==> src/rtl/seg7_scan_driver.sv <==
// seg7_scan_driver
// Time-multiplexed driver for N seven-segment digits that share one segment bus.
// Each digit is lit for REFRESH_DIV cycles and is followed by GAP_CYCLES all-off
// cycles, which suppress ghosting while the segment bus changes glyphs. Display
// codes are double-buffered. A new set of codes only becomes visible at the frame
// wrap, so a frame never shows a half-updated value.
// Every output is registered. The outputs reflect the internal scan state with one
// cycle of latency.

module seg7_scan_driver #(
   parameter int N_DIGITS       = 4,      // multiplexed digits, 1..16
   parameter int REFRESH_DIV    = 50000,  // cycles each digit is lit, >= 1
   parameter int GAP_CYCLES     = 2,      // all-off cycles between digits, 0 = none
   parameter int SEG_ACTIVE_LOW = 0,      // 1 = invert segment outputs
   parameter int AN_ACTIVE_LOW  = 0       // 1 = invert digit-select outputs
) (
   input  logic                    clk,
   input  logic                    rst,
   input  logic                    en,
   input  logic                    load,
   input  logic [5*N_DIGITS-1:0]   codes_in,
   input  logic [N_DIGITS-1:0]     blank_mask,
   output logic [6:0]              seg,
   output logic [N_DIGITS-1:0]     an,
   output logic                    frame_tick
);

   // ------------------------------------------------------------------------
   // Derived sizes and constants
   // ------------------------------------------------------------------------
   localparam int IDX_W   = (N_DIGITS > 1) ? $clog2(N_DIGITS) : 1;
   localparam int CNT_MAX = (REFRESH_DIV > GAP_CYCLES) ? REFRESH_DIV : GAP_CYCLES;
   localparam int CNT_W   = (CNT_MAX > 1) ? $clog2(CNT_MAX) : 1;

   localparam logic [IDX_W-1:0] IDX_LAST  = IDX_W'(N_DIGITS - 1);
   localparam logic [CNT_W-1:0] SCAN_LAST = CNT_W'(REFRESH_DIV - 1);
   localparam logic [CNT_W-1:0] GAP_LAST  = CNT_W'((GAP_CYCLES > 0) ? GAP_CYCLES - 1 : 0);
   localparam bit               HAS_GAP   = (GAP_CYCLES > 0);

   // The polarity masks are XORed onto the raw active-high values. Therefore
   // "inactive" is the mask itself.
   localparam logic [6:0]          SEG_INV = (SEG_ACTIVE_LOW != 0) ? 7'h7F : 7'h00;
   localparam logic [N_DIGITS-1:0] AN_INV  = (AN_ACTIVE_LOW != 0) ? {N_DIGITS{1'b1}} : '0;

   localparam logic [4:0] CODE_BLANK = 5'h1F;

   typedef enum logic [1:0] {
      ST_IDLE = 2'd0,
      ST_SCAN = 2'd1,
      ST_GAP  = 2'd2
   } state_e;

   // ------------------------------------------------------------------------
   // Glyph table: 5-bit code to raw active-high {A,B,C,D,E,F,G}
   // ------------------------------------------------------------------------
   function automatic logic [6:0] glyph(input logic [4:0] code);
      logic [6:0] g;
      case (code)
         5'h00:   g = 7'b1111110;
         5'h01:   g = 7'b0110000;
         5'h02:   g = 7'b1101101;
         5'h03:   g = 7'b1111001;
         5'h04:   g = 7'b0110011;
         5'h05:   g = 7'b1011011;
         5'h06:   g = 7'b1011111;
         5'h07:   g = 7'b1110000;
         5'h08:   g = 7'b1111111;
         5'h09:   g = 7'b1111011;
         5'h0A:   g = 7'b1110111;
         5'h0B:   g = 7'b0011111;
         5'h0C:   g = 7'b1001110;
         5'h0D:   g = 7'b0111101;
         5'h0E:   g = 7'b1001111;
         5'h0F:   g = 7'b1000111;
         5'h10:   g = 7'b0000001;  // '-'
         5'h11:   g = 7'b0110111;  // 'H'
         5'h12:   g = 7'b0001110;  // 'L'
         5'h13:   g = 7'b1100111;  // 'P'
         5'h14:   g = 7'b0111110;  // 'U'
         5'h15:   g = 7'b0000101;  // 'r'
         5'h16:   g = 7'b0010101;  // 'n'
         5'h17:   g = 7'b0011101;  // 'o'
         default: g = 7'b0000000;  // 18..1F are blank
      endcase
      return g;
   endfunction

   // ------------------------------------------------------------------------
   // State
   // ------------------------------------------------------------------------
   state_e                  state_q, state_d;
   logic [IDX_W-1:0]        idx_q, idx_d;
   logic [CNT_W-1:0]        cnt_q, cnt_d;
   logic                    wrap_pend_q, wrap_pend_d;   // a wrap has happened and its frame_tick is still owed

   logic [5*N_DIGITS-1:0]   active_q, active_d;          // codes currently on display
   logic [5*N_DIGITS-1:0]   pending_q, pending_d;        // codes waiting for the next wrap
   logic                    pend_valid_q, pend_valid_d;

   logic [6:0]              seg_q, seg_d;
   logic [N_DIGITS-1:0]     an_q, an_d;
   logic                    tick_q, tick_d;

   logic                    wrap_event;                  // idx moving from the last digit back to 0
   logic [4:0]              act_code [N_DIGITS];
   logic [4:0]              cur_code;
   logic [N_DIGITS-1:0]     an_raw;

   // Register every piece of state. Synchronous reset takes priority over all other updates.
   // NOTE: sequential state uses non-blocking (<=) only. Other always blocks therefore
   // see the pre-edge value.
   always_ff @(posedge clk) begin
      if (rst) begin
         state_q      <= ST_IDLE;
         idx_q        <= '0;
         cnt_q        <= '0;
         wrap_pend_q  <= 1'b0;
         // NOTE: the code buffers are reset on purpose. After reset every digit must
         // read as blank (1F), and stale pending data must never reach the display.
         active_q     <= {N_DIGITS{CODE_BLANK}};
         pending_q    <= '0;
         pend_valid_q <= 1'b0;
         seg_q        <= SEG_INV;
         an_q         <= AN_INV;
         tick_q       <= 1'b0;
      end else begin
         state_q      <= state_d;
         idx_q        <= idx_d;
         cnt_q        <= cnt_d;
         wrap_pend_q  <= wrap_pend_d;
         active_q     <= active_d;
         pending_q    <= pending_d;
         pend_valid_q <= pend_valid_d;
         seg_q        <= seg_d;
         an_q         <= an_d;
         tick_q       <= tick_d;
      end
   end

   // Scan sequencer: IDLE -> SCAN (lit window) -> GAP (all off) -> SCAN, with digit index advance.
   // NOTE: every signal driven here gets a default first. Otherwise a path that
   // leaves a signal unassigned would infer a latch.
   always_comb begin
      state_d    = state_q;
      idx_d      = idx_q;
      cnt_d      = cnt_q;
      wrap_event = 1'b0;

      if (!en) begin
         state_d = ST_IDLE;
         idx_d   = '0;
         cnt_d   = '0;
      end else begin
         case (state_q)
            ST_IDLE: begin
               state_d = ST_SCAN;
               idx_d   = '0;
               cnt_d   = '0;
            end

            ST_SCAN: begin
               if (cnt_q == SCAN_LAST) begin
                  cnt_d      = '0;
                  wrap_event = (idx_q == IDX_LAST);
                  idx_d      = (idx_q == IDX_LAST) ? '0 : idx_q + IDX_W'(1);
                  state_d    = HAS_GAP ? ST_GAP : ST_SCAN;
               end else begin
                  cnt_d = cnt_q + CNT_W'(1);
               end
            end

            ST_GAP: begin
               if (cnt_q == GAP_LAST) begin
                  cnt_d   = '0;
                  state_d = ST_SCAN;
               end else begin
                  cnt_d = cnt_q + CNT_W'(1);
               end
            end

            default: begin
               state_d = ST_IDLE;
               idx_d   = '0;
               cnt_d   = '0;
            end
         endcase
      end
   end

   // Double buffer. In IDLE a load goes straight to active. Otherwise it waits in
   // pending until the wrap. A load on the wrap cycle itself bypasses pending.
   always_comb begin
      active_d     = active_q;
      pending_d    = pending_q;
      pend_valid_d = pend_valid_q;

      if (state_q == ST_IDLE && load) begin
         active_d     = codes_in;
         pend_valid_d = 1'b0;
      end else if (wrap_event) begin
         if (load) begin
            active_d = codes_in;
         end else if (pend_valid_q) begin
            active_d = pending_q;
         end
         pend_valid_d = 1'b0;
      end else if (load) begin
         pending_d    = codes_in;
         pend_valid_d = 1'b1;
      end
   end

   // Unpacked view of the active codes, so the current digit can be selected by index.
   always_comb begin
      for (int k = 0; k < N_DIGITS; k++) begin
         act_code[k] = active_q[5*k +: 5];
      end
   end

   // Next output values from the current scan position. Outputs are lit only in SCAN
   // while enabled. frame_tick is owed only after a wrap, never on the first entry
   // from IDLE.
   always_comb begin
      seg_d    = SEG_INV;
      an_d     = AN_INV;
      an_raw   = '0;
      tick_d   = 1'b0;
      cur_code = act_code[idx_q];

      if (en && state_q == ST_SCAN) begin
         an_raw[idx_q] = 1'b1;
         an_d          = an_raw ^ AN_INV;
         seg_d         = (blank_mask[idx_q] ? 7'b0000000 : glyph(cur_code)) ^ SEG_INV;
         tick_d        = wrap_pend_q && (idx_q == '0) && (cnt_q == '0);
      end
   end

   // Remember that a wrap occurred, until digit 0 of the new frame is first shown.
   always_comb begin
      wrap_pend_d = wrap_pend_q;
      if (!en || state_q == ST_IDLE) begin
         wrap_pend_d = 1'b0;
      end else if (wrap_event) begin
         wrap_pend_d = 1'b1;
      end else if (tick_d) begin
         wrap_pend_d = 1'b0;
      end
   end

   assign seg        = seg_q;
   assign an         = an_q;
   assign frame_tick = tick_q;

endmodule

==> config.mk <==
export PLATFORM = sky130hd
export DESIGN_NAME = seg7_scan_driver
export DESIGN_NICKNAME = d
export VERILOG_FILES = /design/src/rtl/seg7_scan_driver.sv
export SDC_FILE = /design/constraint.sdc
export NUM_CORES = 1
export LEC_CHECK = 0
export BUFFER_PORTS_ARGS = -buffer_cell sky130_fd_sc_hd__buf_2
export CORE_ASPECT_RATIO = 0.75
export CORE_UTILIZATION = 44
export CTS_CLUSTER_DIAMETER = 60
export DETAILED_ROUTE_END_ITERATION = 10
export SETUP_SLACK_MARGIN = 0.02
export SLEW_MARGIN = 20
export SYNTH_ARGS = -nofsm -noshare
export SYNTH_HDL_FRONTEND = slang
export SYNTH_SLANG_ARGS = --single-unit
==> constraint.sdc <==
create_clock -name clk -period 2.3 [get_ports clk]
set_input_delay 0.345 -clock clk [delete_from_list [all_inputs] [get_ports clk]]
set_output_delay 0.345 -clock clk [all_outputs]
set_load 0.02 [all_outputs]
==> run summary, run 1 <==
The run finished with clean final reports. The maximum number of pins on one net before global-route repair is 50. The total negative slack for setup checks is 0 ps. The total via count after detailed routing came out at 2986.

The maximum fanout count along the critical path is 10. The count of buffers inserted at the top-level ports came out at 39. The worst setup timing slack at the placement stage is 172.6 ps. The clock skew is 6.342 ps.

The number of antenna diodes in the final layout is 0. The via density per instance came out at 5.380. Data on the critical path arrives at its endpoint at 2330 ps. The flip-flop and latch count after synthesis came out at 74. Setup repair after global routing left no endpoint under its margin. The max-slew violation count came to 0. The signed area change from the synthesized netlist to the final layout is 16.04%.

In the routed design, unresolved DRC markers number 0. The least setup slack across all paths after layout is 231.1 ps. The count of flip-flops with a built-in enable after synthesis came out at 0.

The mean instance size in the synthesized netlist came out at 9.184 um2. Wires add up to 8085 um. The routability-driven placement congestion ratio came out at 0.8690. The floorplan has 28 rows. Total power for the finished layout comes to 3.033 mW. Broken down by cell family, the worst path's largest delay share belongs to flip-flops. The number of hold violations in the final report is 0. The root buffer cell is sky130_fd_sc_hd__clkbuf_16.

Max-cap violations in this run came to 0. Traced cell by cell, the critical path runs through mux4_2 -> inv_1 -> ha_1 -> o2111ai_1 -> and4_1 -> o22ai_1. The smallest clock period supported by the final layout is computed as 2069 ps. Together, buffers and inverters on the worst path number 1. The standard cell with the maximum stage delay on the critical path is sky130_fd_sc_hd__dfxtp_1. The net count after synthesis came out at 452. The tree built by TritonCTS fans out to 74 sinks. The post-detailed-route wirelength per cell came out at 14.57 um.

Fill cells in the final layout number 765. After clock tree synthesis, the setup repair step added 0 buffers. The number of buffers added by the clock tree synthesis step is 9. The total of hold buffers inserted after clock tree synthesis came out at 0. The clock-pin slew reported for the worst setup and hold paths after clock tree synthesis is 60 ps.

During synthesis, Yosys emitted a total of 0 warnings. The count of antenna-violating nets left after detailed routing is 0. For this configuration, the core starts out at a cell density of 46.27%. STA classifies the critical path startpoint as a flip-flop. The maximum operating frequency is 0.4833 GHz. From left edge to right edge, the die measures 108.3 um. The synthesized design devotes to its leading area cell type 39.73% of total area.

For this run, the post-layout net count is 491. The classification of the worst-slack hold path is primary input to flip-flop. For the worst-skew pair, the clock arrives at the later sink with an insertion delay of 330 ps. The worst setup path is captured at a flip-flop. Summed over all layers, the global routing overflow is 0. The placed wire-length estimate is 5952 um. The number of placed cells counting well taps came out at 539.

In this run the standard cell core region covers 8058 um2. The detailed router's first-iteration violation count came out at 132. The filler-free cell count of the finished design came out at 555. The critical path in this run is classified as flip-flop to flip-flop. The number of global-route vias before repair came out at 2724. The leakage power of the design is 1.832 nW. The number of endpoints failing setup at the final stage came out at 0. The share of the clock period used by the worst path is 89.95%. The maximum level of the CTS H-tree came out at 3. The largest total area in the synthesized netlist belongs to sky130_fd_sc_hd__dfxtp_1. At the pin with the least slew margin, the transition time is 673.0 ps. The cell count after synthesis came out at 406. The boundary pin count came out at 40. The worst-case vdd ir drop is 0.0005963 V. The sequential-to-total area share from yosys stat came out at 39.73%. The number of antenna violations at the first check in global routing came out at 0. Of the cells placed in the final design, the portion with a size suffix greater than 1 is 23.11%. The power density normalized to cell area came out at 701.0 nW/um2.

The share of synthesized flip-flops with an asynchronous set or reset is 0%. The first-pass iteration count of the detailed router is 4. The number of library cell types mapped by synthesis is 50.

The number of cells upsized or downsized after cts is 0. The first global-routing pass estimated 13720 um of wire. In the synthesized netlist the dominant register cell turns out to be sky130_fd_sc_hd__dfxtp_1. The die height came out at 81.72 um.

The summed instance area of the synthesized netlist is 3729 um2. Ranked by total cell area, the synthesized netlist is headed by sky130_fd_sc_hd__dfxtp_1 (40%), sky130_fd_sc_hd__nor2_1 (7.2%), sky130_fd_sc_hd__mux2i_1 (7.0%). Headroom to the max-slew limit came out at 55.13%. The required time of the critical path came out at 2560 ps.

Counting along the longest clock path gives a buffer depth of 2. TritonCTS built the clock tree. The overall track demand over capacity in global routing is 20.43%. The floorplan step defined a die boundary enclosing 8850 um2. The delay contributed by the slowest stage of the critical path came out at 580 ps.
sequential cells by signal, indices dropped and copies added (netlist names):
signal        flops
active_q         20
pending_q        20
cnt_q            16
seg               7
an                4
idx_q             2
state_q           2
frame_tick        1
pend_valid_q      1
wrap_pend_q       1
worst reg2reg max path: stages, from the launching register on:
cell                        delay (ps)
sky130_fd_sc_hd__dfxtp_1           580
sky130_fd_sc_hd__mux4_2            440
sky130_fd_sc_hd__inv_1             160
sky130_fd_sc_hd__ha_1              220
sky130_fd_sc_hd__o2111ai_1         200
sky130_fd_sc_hd__and4_1            260
sky130_fd_sc_hd__o22ai_1           150
power by group:
group | internal [mW] | switching, mW
Combinational | 0.157 | 0.203
Clock | 0.759 | 0.544
Sequential | 1.33 | 0.0353
layout by cell type (no fill, tap or decap), types with 2 or more instances in the layout:
cell type                    n
sky130_fd_sc_hd__clkbuf_16   9
sky130_fd_sc_hd__nand2_1    22
sky130_fd_sc_hd__a21oi_1    27
sky130_fd_sc_hd__xor2_1      7
sky130_fd_sc_hd__o21ai_0     2
sky130_fd_sc_hd__nor2_1     72
sky130_fd_sc_hd__a311oi_1    2
sky130_fd_sc_hd__or2_1       2
sky130_fd_sc_hd__nor3_1      5
sky130_fd_sc_hd__o21ai_1     4
sky130_fd_sc_hd__nand3_1     9
sky130_fd_sc_hd__dfxtp_1    73
sky130_fd_sc_hd__inv_1      12
sky130_fd_sc_hd__buf_2      39
sky130_fd_sc_hd__ha_1       18
sky130_fd_sc_hd__buf_4      11
sky130_fd_sc_hd__xnor2_1     8
sky130_fd_sc_hd__nor4_1     22
sky130_fd_sc_hd__or4_1       2
sky130_fd_sc_hd__and4_1      3
sky130_fd_sc_hd__o22ai_1     2
sky130_fd_sc_hd__nand4_1     3
sky130_fd_sc_hd__nor3b_1     2
sky130_fd_sc_hd__mux4_2      6
sky130_fd_sc_hd__a211oi_1    2
sky130_fd_sc_hd__mux2i_1    26
sky130_fd_sc_hd__clkinv_2    3
sky130_fd_sc_hd__and3_1      9
sky130_fd_sc_hd__mux2_2     22
kinds of logic after synthesis:
kind of cell	Yosys count	share of synthesized area (%)
AOI/OAI and AO/OA	51	8.457
xor gates and xnor gates	15	3.524
adders and majority gates	18	6.040
buffers and inverters	36	4.295
DFF	74	39.73
muxes	54	17.25
and+or+nand+nor	158	20.70
routing by layer:
layer	wire length (um)	share of wire, %	up-vias	global-route usage, %
met5	0	0	-	0
met4	80	0.99	0	6.081
met3	376	4.7	6	5.635
met2	3234	40	58	28.60
met1	4395	54	1400	30.13
li1	-	-	1522	-
synth_stat cells (all sizes together) (2+ instances only):
library cell,n
o22ai,2
nor3,6
dfxtp,74
mux4,6
nor3b,2
and3,9
nor2,73
nor4,23
and4,3
or4,2
a21oi,27
nand2,22
nand3,10
nand4,3
xnor2,8
a211oi,2
or2,2
clkbuf,12
buf,11
inv,13
xor2,7
mux2i,26
mux2,22
o21ai,6
ha,18
a311oi,2
area by class of cell:
| cell class | instances | area, um2 | area share, % |
|---|---|---|---|
| Clock inverter | 6 | 40.04 | 0.9254 |
| Clock buffer | 10 | 239.0 | 5.523 |
| Multi-Input combinational cell | 296 | 2087 | 48.24 |
| Timing Repair Buffer | 51 | 297.8 | 6.883 |
| Inverter | 13 | 48.80 | 1.128 |
| Sequential cell | 74 | 1483 | 34.27 |
| Tap cell | 105 | 131.4 | 3.036 |
through the flow:
step	utilization (%)	hold WS, ps	cell area (um2)
floorplan	-	439.5	3729
global placement	50.22	465.8	4046
detailed placement	50.22	460.5	4046
CTS	53.68	251.3	4325
global route	53.70	266.8	4327
finish	53.70	257.8	4327
path summary, 6_finish.rpt:
check	from	to	slack [ps]	depth (start not counted)
setup reg to reg	idx_q[1]$_SDFFE_PP0P_	seg[5]$_SDFF_PP0_	230	6
hold / removal	codes_in[5]	pending_q[5]$_SDFFE_PP0P_	260	3
setup / recovery	idx_q[1]$_SDFFE_PP0P_	seg[5]$_SDFF_PP0_	230	6
hold reg to reg	wrap_pend_q$_SDFFE_PP0P_	wrap_pend_q$_SDFFE_PP0P_	470	2
No activity file was read; power rests on OpenSTA's default activity.
==> run 2, diff against run 1 <==
--- a/config.mk
+++ b/config.mk
@@ -7,6 +7,7 @@
 export LEC_CHECK = 0
 export BUFFER_PORTS_ARGS = -buffer_cell sky130_fd_sc_hd__buf_2
 export CORE_ASPECT_RATIO = 0.75
+export CORE_MARGIN = 2
 export CORE_UTILIZATION = 44
 export CTS_CLUSTER_DIAMETER = 60
 export DETAILED_ROUTE_END_ITERATION = 10
==> run 2 against run 1 <==
  * Register-to-register slack got worse by 99 ps
  * Die area up 4.3%
  * Clock-buffer cell count rose by 1
  * Sequential cell count is the same
  * Global-route usage fell by 1.7 points
  * Non-clock buffer count is the same
  * Worst setup slack lost 99 ps
  * Cell area up 0.98%
  * Critical path depth unchanged
  * Sequential share of layout area decreased by 0.36 points
  * First-iteration DRC count rose by 21%
  * Largest cell class unchanged
==> run summary, run 2 (synthesis results as in run 1) <==
Across the VDD grid, the largest voltage drop is 0.0005964 V. The most common cell after layout, fill and taps aside is sky130_fd_sc_hd__dfxtp_1. The clock skew came out at 8.654 ps. STA classifies the critical path startpoint as a flip-flop. The area of the die came out at 9234 um2.

The number of nets in the final layout is 491. The post-CTS setup-driven buffer insertion count came out at 0. The first-pass iteration count of the detailed router is 5.

The number of buffers added by the clock tree synthesis step came out at 9. The initialized floorplan defines 29 standard-cell rows. The repair_antennas step left the layout with diodes totalling 0.

The flow ran to the end, and the final reports show no timing, DRC or antenna violations. The critical path ends at seg[5]$_SDFF_PP0_. For this design, the CTS-stage hold fixing added 0 buffers. The count of buffers inserted at the top-level ports is 39. The clock tree synthesis step divided the H-tree into 3 levels. The number of endpoints failing setup at the final stage came out at 0. The path class of the tightest hold or removal check is primary input to flip-flop. The effective utilization at floorplan is 44.68%. The overall track demand over capacity in global routing is 18.76%.

In this run the static leakage power is 1.844 nW. The via density per instance is 5.355. The maximum number of pins on one net before global-route repair is 65. The total negative slack for setup checks came out at 0 ps.

The total via count after detailed routing came out at 2988. The clock passes through at most 2 buffers. The number of antenna violations at the first check in global routing came out at 0. The detailed router's first-iteration violation count is 160. The arrival time at the worst endpoint is 2430 ps. The worst slew slack as a fraction of its limit came out at 56.33%. TritonCTS built the clock tree. The required time of the critical path is 2560 ps. The clock-pin slew reported for the worst setup and hold paths after clock tree synthesis is 60 ps. Timing would allow up to 0.4612 GHz. In the layout the commonest cells are sky130_fd_sc_hd__dfxtp_1 (74), sky130_fd_sc_hd__nor2_1 (72), sky130_fd_sc_hd__buf_2 (39), sky130_fd_sc_hd__a21oi_1 (27), sky130_fd_sc_hd__mux2i_1 (26). 40 I/O pins were placed.

Internal power comes to 2.368 mW. The count of antenna-violating nets left after detailed routing came out at 0. The transition time at the pin with the least slew margin came out at 655.1 ps.

By startpoint and endpoint, the worst setup path is classified as flip-flop to flip-flop. The remaining design rule violation count came out at 0. The power density normalized to cell area is 721.8 nW/um2. The die is 110.3 um wide.

The number of cells on the worst reg-to-reg path is 6. The startpoint identified for the worst register-to-register timing path is idx_q[0]$_SDFFE_PP0P_. The routability-driven placement congestion ratio is 0.8540.

Per report_power, the sequential group accounts for 43.4% of the total. The largest registers in the layout are active_q x20, pending_q x20, cnt_q x16. The endpoint of the lowest-slack register-to-register path is seg[5]$_SDFF_PP0_. The worst-case register-to-register setup slack came out at 130 ps. The clock latency reported for the late side of the worst-skew pair is 340 ps. Clock tree synthesis found a total of 74 sinks. Summed over all nets, the half-perimeter wirelength after detailed placement is 5685 um.

The clock network power share is 45.1%. The die height is 83.72 um. The max-slew violation count came to 0. The global-route wire length before repair came out at 13510 um. The maximum fanout count along the critical path came out at 5. The net switching component of the power is 0.7863 mW. The kind of end point of the critical path is a flip-flop.

Post-CTS repair changed the size of 0 cells. Relative to the synthesized area, the layout overhead comes to 17.18%. The total wire length is 8022 um. The clock period could shrink to 2168 ps. The switching fraction of total power came out at 24.93%. The worst path uses 94.27% of the clock period.

The post-detailed-route wirelength per cell came out at 14.38 um. The area of the core came out at 8346 um2. The root buffer cell is sky130_fd_sc_hd__clkbuf_16. Setup repair after global routing left no endpoint under its margin. The combinational share of power came out at 11.5%. The number of maximum-capacitance constraint violations came out at 0. The final-layout worst hold slack came out at 253.2 ps. The global-route congestion overflow total came out at 0. The share of cells above drive strength 1 is 22.67%. The number of hold violations in the final report came out at 0.

The launching instance or port of the critical path is idx_q[0]$_SDFFE_PP0P_. The number of cells on the worst hold path is 3. The number of global-route vias before repair came out at 2715. The layout has 791 filler cells.
## run 2: metal layers
metal | track usage, % | up-vias | part of all wire [%]
met3 | 5.855 | 5 | 5.5
li1 | - | 1516 | -
met2 | 24.32 | 78 | 41
met5 | 0 | - | 0
met4 | 5.795 | 0 | 0.69
met1 | 29.10 | 1389 | 53
## run 2: critical path, cell delays in order (launching register included)
cell and delay [ps]:
sky130_fd_sc_hd__dfxtp_1 480, sky130_fd_sc_hd__mux4_2 620, sky130_fd_sc_hd__inv_1 160, sky130_fd_sc_hd__ha_1 220, sky130_fd_sc_hd__o2111ai_1 200, sky130_fd_sc_hd__and4_1 260
sky130_fd_sc_hd__o22ai_1 150
## run 2: metrics by stage
stage          worst slack [ps]  utilization [%]  area (um2)  std cells  power (mW)
5_1_grt                   35.74            52.35        4369        558       3.287
6_report                  131.7            52.35        4369        558       3.154
3_3_place_gp              286.6            48.68        4063        542       1.753
4_1_cts                   157.7            52.35        4369        558       3.185
2_1_floorplan             327.2                -        3729        406       1.650
3_5_place_dp              174.6            48.68        4063        542       1.757
## run 2: how the worst min path moves through the flow
stage / from / end / slack [ps]
after floorplan: wrap_pend_q$_SDFFE_PP0P_ / wrap_pend_q$_SDFFE_PP0P_ / 440
after global placement: wrap_pend_q$_SDFFE_PP0P_ / wrap_pend_q$_SDFFE_PP0P_ / 470
after detailed placement: wrap_pend_q$_SDFFE_PP0P_ / wrap_pend_q$_SDFFE_PP0P_ / 480
after CTS: codes_in[7] / pending_q[7]$_SDFFE_PP0P_ / 250
after global routing: codes_in[19] / pending_q[19]$_SDFFE_PP0P_ / 270
final: codes_in[7] / pending_q[7]$_SDFFE_PP0P_ / 250
## run 2: final cells by class
| cell class | count | area (um2) | share of cell area, % |
|---|---|---|---|
| Multi-Input combinational cell | 296 | 2087 | 47.77 |
| Tap cell | 108 | 135.1 | 3.093 |
| Timing Repair Buffer | 51 | 310.3 | 7.102 |
| Clock inverter | 5 | 63.81 | 1.460 |
| Clock buffer | 11 | 242.7 | 5.556 |
| Sequential cell | 74 | 1481 | 33.91 |
| Inverter | 13 | 48.80 | 1.117 |
## run 2: power groups by stage
stage	Combinational (mW)	Sequential, mW	Clock [mW]
floorplan	0.266	1.38	0
global placement	0.358	1.40	0
detailed placement	0.360	1.40	0
CTS	0.363	1.37	1.45
global route	0.409	1.37	1.50
finish	0.363	1.37	1.42
